**src/rtl/k2_loader_pkg.sv**
```systemverilog
// k2_loader_pkg: shared types and constants for the K2 program loader.
//   loader_state_t : FSM state encoding (IDLE, FETCH, WRITE, DONE)
//   DEF_ADDR_W     : default instruction address width
//   DEF_DATA_W     : default instruction width
//   MAX_PROG_LEN   : longest program at the default address width
package k2_loader_pkg;

  typedef enum logic [1:0] {
    IDLE  = 2'd0,
    FETCH = 2'd1,
    WRITE = 2'd2,
    DONE  = 2'd3
  } loader_state_t;

  localparam int DEF_ADDR_W   = 4;
  localparam int DEF_DATA_W   = 8;
  localparam int MAX_PROG_LEN = 2 ** DEF_ADDR_W;

endpackage

```
**src/rtl/program_loader.sv**
```systemverilog
// program_loader: boot-time sequencer that copies one of NUM_PROGS
// combinational program ROMs into the K2 instruction RAM and holds the
// core in reset until the copy is complete.
//
// Ports:
//   clk, rst_n        clock, asynchronous active-low reset
//   start             load request (sampled only while idle)
//   prog_sel          program to load, latched on accepted start
//   prog_len          words to copy, latched (clamped to 2**ADDR_W)
//   rom_sel/rom_addr  registered ROM bank select and address
//   rom_data          combinational ROM output
//   mem_wr_*          valid/ready write port to the instruction RAM
//   busy              high from the cycle after accept until DONE exits
//   done              one-cycle completion pulse
//   cpu_rst_n         core reset, low while a load is in progress
//   checksum          8-bit modular sum of written words
//
// Build option: define LOADER_CHECKSUM_EN to synthesise the checksum
// accumulator; otherwise checksum is tied to 0.
module program_loader
  import k2_loader_pkg::*;
#(
  parameter int ADDR_W    = DEF_ADDR_W,
  parameter int DATA_W    = DEF_DATA_W,
  parameter int NUM_PROGS = 4,
  parameter int SEL_W     = $clog2(NUM_PROGS)
) (
  input  logic              clk,
  input  logic              rst_n,
  input  logic              start,
  input  logic [SEL_W-1:0]  prog_sel,
  input  logic [ADDR_W:0]   prog_len,
  output logic [SEL_W-1:0]  rom_sel,
  output logic [ADDR_W-1:0] rom_addr,
  input  logic [DATA_W-1:0] rom_data,
  output logic              mem_wr_valid,
  input  logic              mem_wr_ready,
  output logic [ADDR_W-1:0] mem_wr_addr,
  output logic [DATA_W-1:0] mem_wr_data,
  output logic              busy,
  output logic              done,
  output logic              cpu_rst_n,
  output logic [DATA_W-1:0] checksum
);

  localparam logic [ADDR_W:0] MAX_LEN = {1'b1, {ADDR_W{1'b0}}};
  localparam logic [ADDR_W:0] ONE     = {{ADDR_W{1'b0}}, 1'b1};

  loader_state_t   state;
  logic [ADDR_W:0] len_q;
  logic [ADDR_W:0] len_in;

  // Lengths beyond the memory size are clamped so a full load ends at the
  // top address instead of wrapping back over address 0.
  assign len_in = (prog_len > MAX_LEN) ? MAX_LEN : prog_len;

`ifdef LOADER_CHECKSUM_EN
  logic [DATA_W-1:0] csum;
  assign checksum = csum;
`else
  assign checksum = '0;
`endif

  always_ff @(posedge clk or negedge rst_n) begin
    if (!rst_n) begin
      state        <= IDLE;
      len_q        <= '0;
      rom_sel      <= '0;
      rom_addr     <= '0;
      mem_wr_valid <= 1'b0;
      mem_wr_addr  <= '0;
      mem_wr_data  <= '0;
      busy         <= 1'b0;
      done         <= 1'b0;
      cpu_rst_n    <= 1'b0;
`ifdef LOADER_CHECKSUM_EN
      csum         <= '0;
`endif
    end else begin
      case (state)
        IDLE: begin
          if (start) begin
            rom_sel   <= prog_sel;
            len_q     <= len_in;
            rom_addr  <= '0;
            busy      <= 1'b1;
            cpu_rst_n <= 1'b0;
`ifdef LOADER_CHECKSUM_EN
            csum      <= '0;
`endif
            if (len_in == '0) begin
              // Empty program: complete immediately, core released with done.
              state     <= DONE;
              done      <= 1'b1;
              cpu_rst_n <= 1'b1;
            end else begin
              state <= FETCH;
            end
          end
        end
        FETCH: begin
          mem_wr_data  <= rom_data;
          mem_wr_addr  <= rom_addr;
          mem_wr_valid <= 1'b1;
          state        <= WRITE;
        end
        WRITE: begin
          // valid/addr/data stay registered and untouched until ready.
          if (mem_wr_ready) begin
            mem_wr_valid <= 1'b0;
`ifdef LOADER_CHECKSUM_EN
            csum         <= csum + mem_wr_data;
`endif
            if ({1'b0, rom_addr} == len_q - ONE) begin
              state     <= DONE;
              done      <= 1'b1;
              cpu_rst_n <= 1'b1;
            end else begin
              rom_addr <= rom_addr + 1'b1;
              state    <= FETCH;
            end
          end
        end
        DONE: begin
          done  <= 1'b0;
          busy  <= 1'b0;
          state <= IDLE;
        end
        default: state <= IDLE;
      endcase
    end
  end

endmodule

```
**config.mk**
```make
export PLATFORM = sky130hd
export DESIGN_NAME = program_loader
export DESIGN_NICKNAME = d
export VERILOG_FILES = /design/src/rtl/k2_loader_pkg.sv /design/src/rtl/program_loader.sv
export SDC_FILE = /design/constraint.sdc
export NUM_CORES = 1
export LEC_CHECK = 0
export ABC_AREA = 1
export ABC_CLOCK_PERIOD_IN_PS = 4000
export BUFFER_PORTS_ARGS = -buffer_cell sky130_fd_sc_hd__buf_2
export CORE_MARGIN = 2
export CORE_UTILIZATION = 53
export CTS_CLUSTER_DIAMETER = 150
export CTS_CLUSTER_SIZE = 12
export DETAILED_ROUTE_END_ITERATION = 12
export GPL_ROUTABILITY_DRIVEN = 0
export PLACE_DENSITY = 0.92
export SLEW_MARGIN = 20
export SYNTH_ARGS = -nofsm -noshare
export SYNTH_HDL_FRONTEND = slang
export SYNTH_SLANG_ARGS = --single-unit
```
**constraint.sdc**
```tcl
create_clock -name clk -period 4 [get_ports clk]
set_input_delay 0.6 -clock clk [delete_from_list [all_inputs] [get_ports clk]]
set_output_delay 0.6 -clock clk [all_outputs]
set_load 0.02 [all_outputs]
```
**Word level (Yosys, flattened, before mapping)**

Cells that the tools add are included.

- $add $sub $neg: 2
- Multiply operators: 0
- Div/mod/pow operators: 0
- Order comparisons: 1
- Equality and inequality tests: 9
- Shift operators: 0
- Multiplexer cells: 22
- Bitwise operators: 0
- Reductions and logical operators: 13

Operators with widths:

| cell | number |
|---|---|
| $mux 4 | 3 |
| $ne 2x2->1 const B | 5 |
| $mux 1 | 8 |
| $mux 2 | 4 |
| $pmux 2 s4 | 1 |
| $pmux 4 s2 | 1 |
| $reduce_and 2->1 | 4 |
| $reduce_and 4->1 | 2 |
| $pmux 1 s2 | 3 |
| $reduce_bool 2->1 | 3 |
| $eq 4x5->1 | 1 |
| $gt 5x5->1 const B | 1 |
| $logic_not 5->1 | 1 |
| $mux 5 | 1 |
| $reduce_and 5->1 | 1 |
| $sub 5x1->5 const B | 1 |
| $add 4x1->4 const B | 1 |
| $eq 2x2->1 const B | 2 |
| $pmux 1 s3 | 1 |
| $reduce_bool 3->1 | 1 |
| $eq 2x1->1 const B | 1 |
| $logic_not 2->1 | 1 |

- Register bits: 29
- Latch bits: 0
- RAM bits: 0
- Memory bits (read-only): 0
- Input port bits: 19
- Output and inout port bits: 30
- Logic and storage cells: 57
- Memories kept: 0

**Longest topological paths before layout**

- Depth after elaboration: 6
- Depth in mapped cells: 12
- Depth with buffers taken out: 12

**Worst setup path before layout**

Ideal clock, no wire load.

- Path kind: register -> register
- Start: reg len_q[0]
- End: reg done
- Library setup time: 0.117 ns
- Arrival: 1.374 ns
- Required time: 3.883 ns
- Path slack: 2.509 ns
- Cell stages (with the launch flop): 13
- Path buffers: 0
- Clock period less this slack: 1.491 ns
- Path through: dfrtp_1 inv_2 ha_1 nand2_1 inv_1 nor2_1 nand3_1 nor2_2 nand2_2 nand2_2 nand2_1 nand2_1 nand2_1

- Longest elaborated chain between the ends: 4

RTL lines:

| element | RTL line | source |
|---|---|---|
| from (decl) | program_loader.sv:50 | `logic [ADDR_W:0] len_q;` |
| from (signal assigned) | program_loader.sv:84 | `len_q <= len_in;` |
| $sub 5x1->5 | program_loader.sv:114 | `if ({1'b0, rom_addr} == len_q - ONE) begin` |
| $eq 4x5->1 | program_loader.sv:114 |  |
| $ne 2x2->1 (no source line) | n/a |  |
| $reduce_and 5->1 (no source line) | n/a |  |
| to (signal assigned) | program_loader.sv:94 | `done <= 1'b1;` |
| to (signal assigned) | program_loader.sv:116 | `done <= 1'b1;` |
| to (signal assigned) | program_loader.sv:125 | `done <= 1'b0;` |
| to (decl) | program_loader.sv:41 | `output logic done,` |

Every way passes these cells.
A chain may end at the register's enable or synchronous reset.

**Final worst setup path**

- Start: reg state[1]
- End: reg state[1]

- Longest elaborated chain between the ends: 3
- Elaborated cells on any way between the ends: 8
- Those cells by class: 5 x eq/ne; 1 x mux; 2 x reduce/logical

RTL lines:

| element | RTL line | source |
|---|---|---|
| from (decl) | program_loader.sv:49 | `loader_state_t state;` |
| from (signal assigned) | program_loader.sv:66 | `state <= IDLE;` |
| from (signal assigned) | program_loader.sv:93 | `state <= DONE;` |
| from (signal assigned) | program_loader.sv:97 | `state <= FETCH;` |
| $eq 2x2->1 / $logic_not 2->1 (equally long branches) | program_loader.sv:80 | `case (state)` |
| $ne 2x2->1 (no source line) | n/a |  |
| $reduce_and 2->1 (no source line) | n/a |  |

Several ways; a longest one is shown, not always the timed one.

==> impl_metrics.toml <==
[grt]
grtUsageTotal_pct = 19.8
use_met2_pct = 31.1
grt_pass1_vias = 1110
overflow = 0
busiest_layer = "met2"
use_met3_pct = 5.99
grt_use_met1_pct = 24.8
grt_pass1_wl_um = 4830
antenna_found_initial = 0
grt_start_max_net_pins = 30

[place]
io_buffer_count = 40
dp_slack_ns = 2.29
dp_hpwl_um = 2130
dp_cells = 253

[clock_network]
clk_pin_slew_ns = 0.09
post_cts_resized = 0
clock_sinks = 29
htreeDepth = 2
postCtsHoldBufs = 0
cts_buffers = 5
cts_buffer_depth = 2
cts_tree = "built"
clk_latency_ns = 0.33
cts_setup_buffers = 0
cts-root-buf = "clkbuf_4"

[floorplanning]
die-area_um2 = 3190
rows = 19
core_um2 = 2690
start_util_pct = 54.4
io_pins = 49
die_w_um = 56.5
die_y_um = 56.5

[setup_path]
cp_slowest_cell = "dfrtp_1"
regToRegSetupSlack_ns = 2.26
worst-endpoint-required_ns = 4.23
r2r.worst_path.cells = 7
critical_path_class = "register to register"
cp.arrival_ns = 1.97
path_cells = "inv_2, nand2_1, inv_1, a31oi_1, nand2_1, nand2_1, nand2_1"
crit_family = "simple AND/OR/NAND/NOR gates"
end_kind = "register"
rr_startpoint = "state[1]"
critPathMostFrequentCell = "nand2_1"
critical-path-max-stage-delay_ns = 0.44
critPathLaunchType = "register"
timing.rr.end = "state[1]"
path_buf_inv = 2
crit_path_max_fanout = 16

[route]
routedWlPerCell_um = 11.1
ant_nets = 0
vias = 1274
drc_errors = 0
drt_iter0_markers = 29
drt-pass1-iter-count = 4
viasPerCell = 4.88
wl_um = 2910

[timing]
hold_ws_ns = 0.278
fin_tns_setup_ns = 0
setup-violations-final = 0
hold_viol_final = 0
worst-slew-pin-transition_ns = 0.634
max_freq_mhz = 574
report.final.slew_viol_count = 0
slew_headroom_pct = 57.7
worst_slack_ns = 2.26
fin_skew_ns = 0.00452
period_needed_ns = 1.74
rsz0062_at_grt = "false"
fin_crit_sh_pct = 43.5

[layout]
final_common_cell = "nand2_1"
final_cell_mix = "nand2_1 (85), buf_2 (40), dfrtp_1 (29)"
areaGrowthSynthToFinish_pct = 19.2
n_antenna_cell = 0
layout.cells.non_filler = 261
fillers = 246
nNetsFinal = 250
drive_gt1_share_pct = 29.1

[logic_synthesis]
synth_top_family_by_area = "simple AND/OR/NAND/NOR gates"
syn_area_per_cell_um2 = 7.90
yosysUniqueCellTypes = 22
synth_compound_area_share_pct = 4.11
yosysWarnings = 0
syn-cell-area_um2 = 1460
synthAdderAreaFrac_pct = 1.71
synth-simple-area-share_pct = 34.4
ys_seq_elements = 29
syn_inst = 185
synth_xor_area_share_pct = 1.20
synth.area.mux_share_pct = 0
ys_seq_area_share_pct = 49.7

[status]
status = "completed"

[pwr]
power.density_nw_per_um2 = 798
peakVddDrop_mv = 0.456
power.total_mw = 1.39
power.leakage_nw = 1.01

[worst_hold_path]
hold_class = "input pin to asynchronous set/reset pin"

[flow_run]
drv_cap = 0
worst max path at each step:
stage,from,cells past startpoint,slack [ns],to
after floorplan,len_q[0],12,2.51,done
after global placement,state[1],7,2.27,state[1]
after detailed placement,state[1],7,2.29,state[1]
after CTS,state[1],7,2.27,state[1]
after global routing,state[1],7,2.11,state[1]
final,state[1],7,2.26,state[1]
flip-flops by register name, summed over array words and instances, names as in the netlist:
| register | cells |
|---|---|
| mem_wr_valid | 1 |
| state | 2 |
| cpu_rst_n | 1 |
| rom_addr | 4 |
| mem_wr_data | 8 |
| mem_wr_addr | 4 |
| busy | 1 |
| len_q | 5 |
| done | 1 |
| rom_sel | 2 |
per-layer routing:
layer / vias up / part of all wire [%]
met3: 6 / 4.4
met2: 26 / 49
li1: 646 / -
met1: 596 / 45
met4: 0 / 2.1
met5: - / 0
synth_stat cells (all sizes together):
master | count | share of area, %
nand3 | 9 | 3.8
dfrtp | 29 | 50
xor2 | 2 | 1.2
ha | 2 | 1.7
a21oi | 3 | 1.3
nand4 | 4 | 1.7
nor2 | 9 | 3.9
inv | 15 | 3.9
o21ai | 7 | 2.4
a31oi | 1 | 0.43
nand2 | 91 | 24
nor3 | 2 | 0.68
conb | 1 | 0.26
buf | 10 | 4.8
report_power, final:
part | internal [mW] | switching [mW] | leakage (nW)
Clock | 0.149 | 0.100 | 0.0455
Sequential | 0.407 | 0.0787 | 0.366
Combinational | 0.214 | 0.439 | 0.601
Total | 0.771 | 0.619 | 1.01
layout make-up:
| type | count | area (um^2) | area share [%] |
|---|---|---|---|
| Multi-Input combinational cell | 138 | 636 | 36.5 |
| Clock buffer | 7 | 55.1 | 3.16 |
| Inverter | 15 | 56.3 | 3.23 |
| Clock inverter | 1 | 30.0 | 1.72 |
| Timing Repair Buffer | 40 | 200 | 11.5 |
| Sequential cell | 29 | 726 | 41.7 |
| Tap cell | 31 | 38.8 | 2.23 |
per-stage QoR:
stage | area, um^2 | util [%]
final | 1740 | 64.8
after detailed placement | 1660 | 61.7
after global routing | 1740 | 64.8
after global placement | 1660 | 61.7
after CTS | 1740 | 64.8
after floorplan | 1490 | -
logic make-up after synthesis:
group,count (synthesis)
simple gates,115
flops,29
buf+inv,25
compound gates,11
xor+xnor,2
fa+ha+maj,2
other cells,1
(Power assumes the default switching activity.)
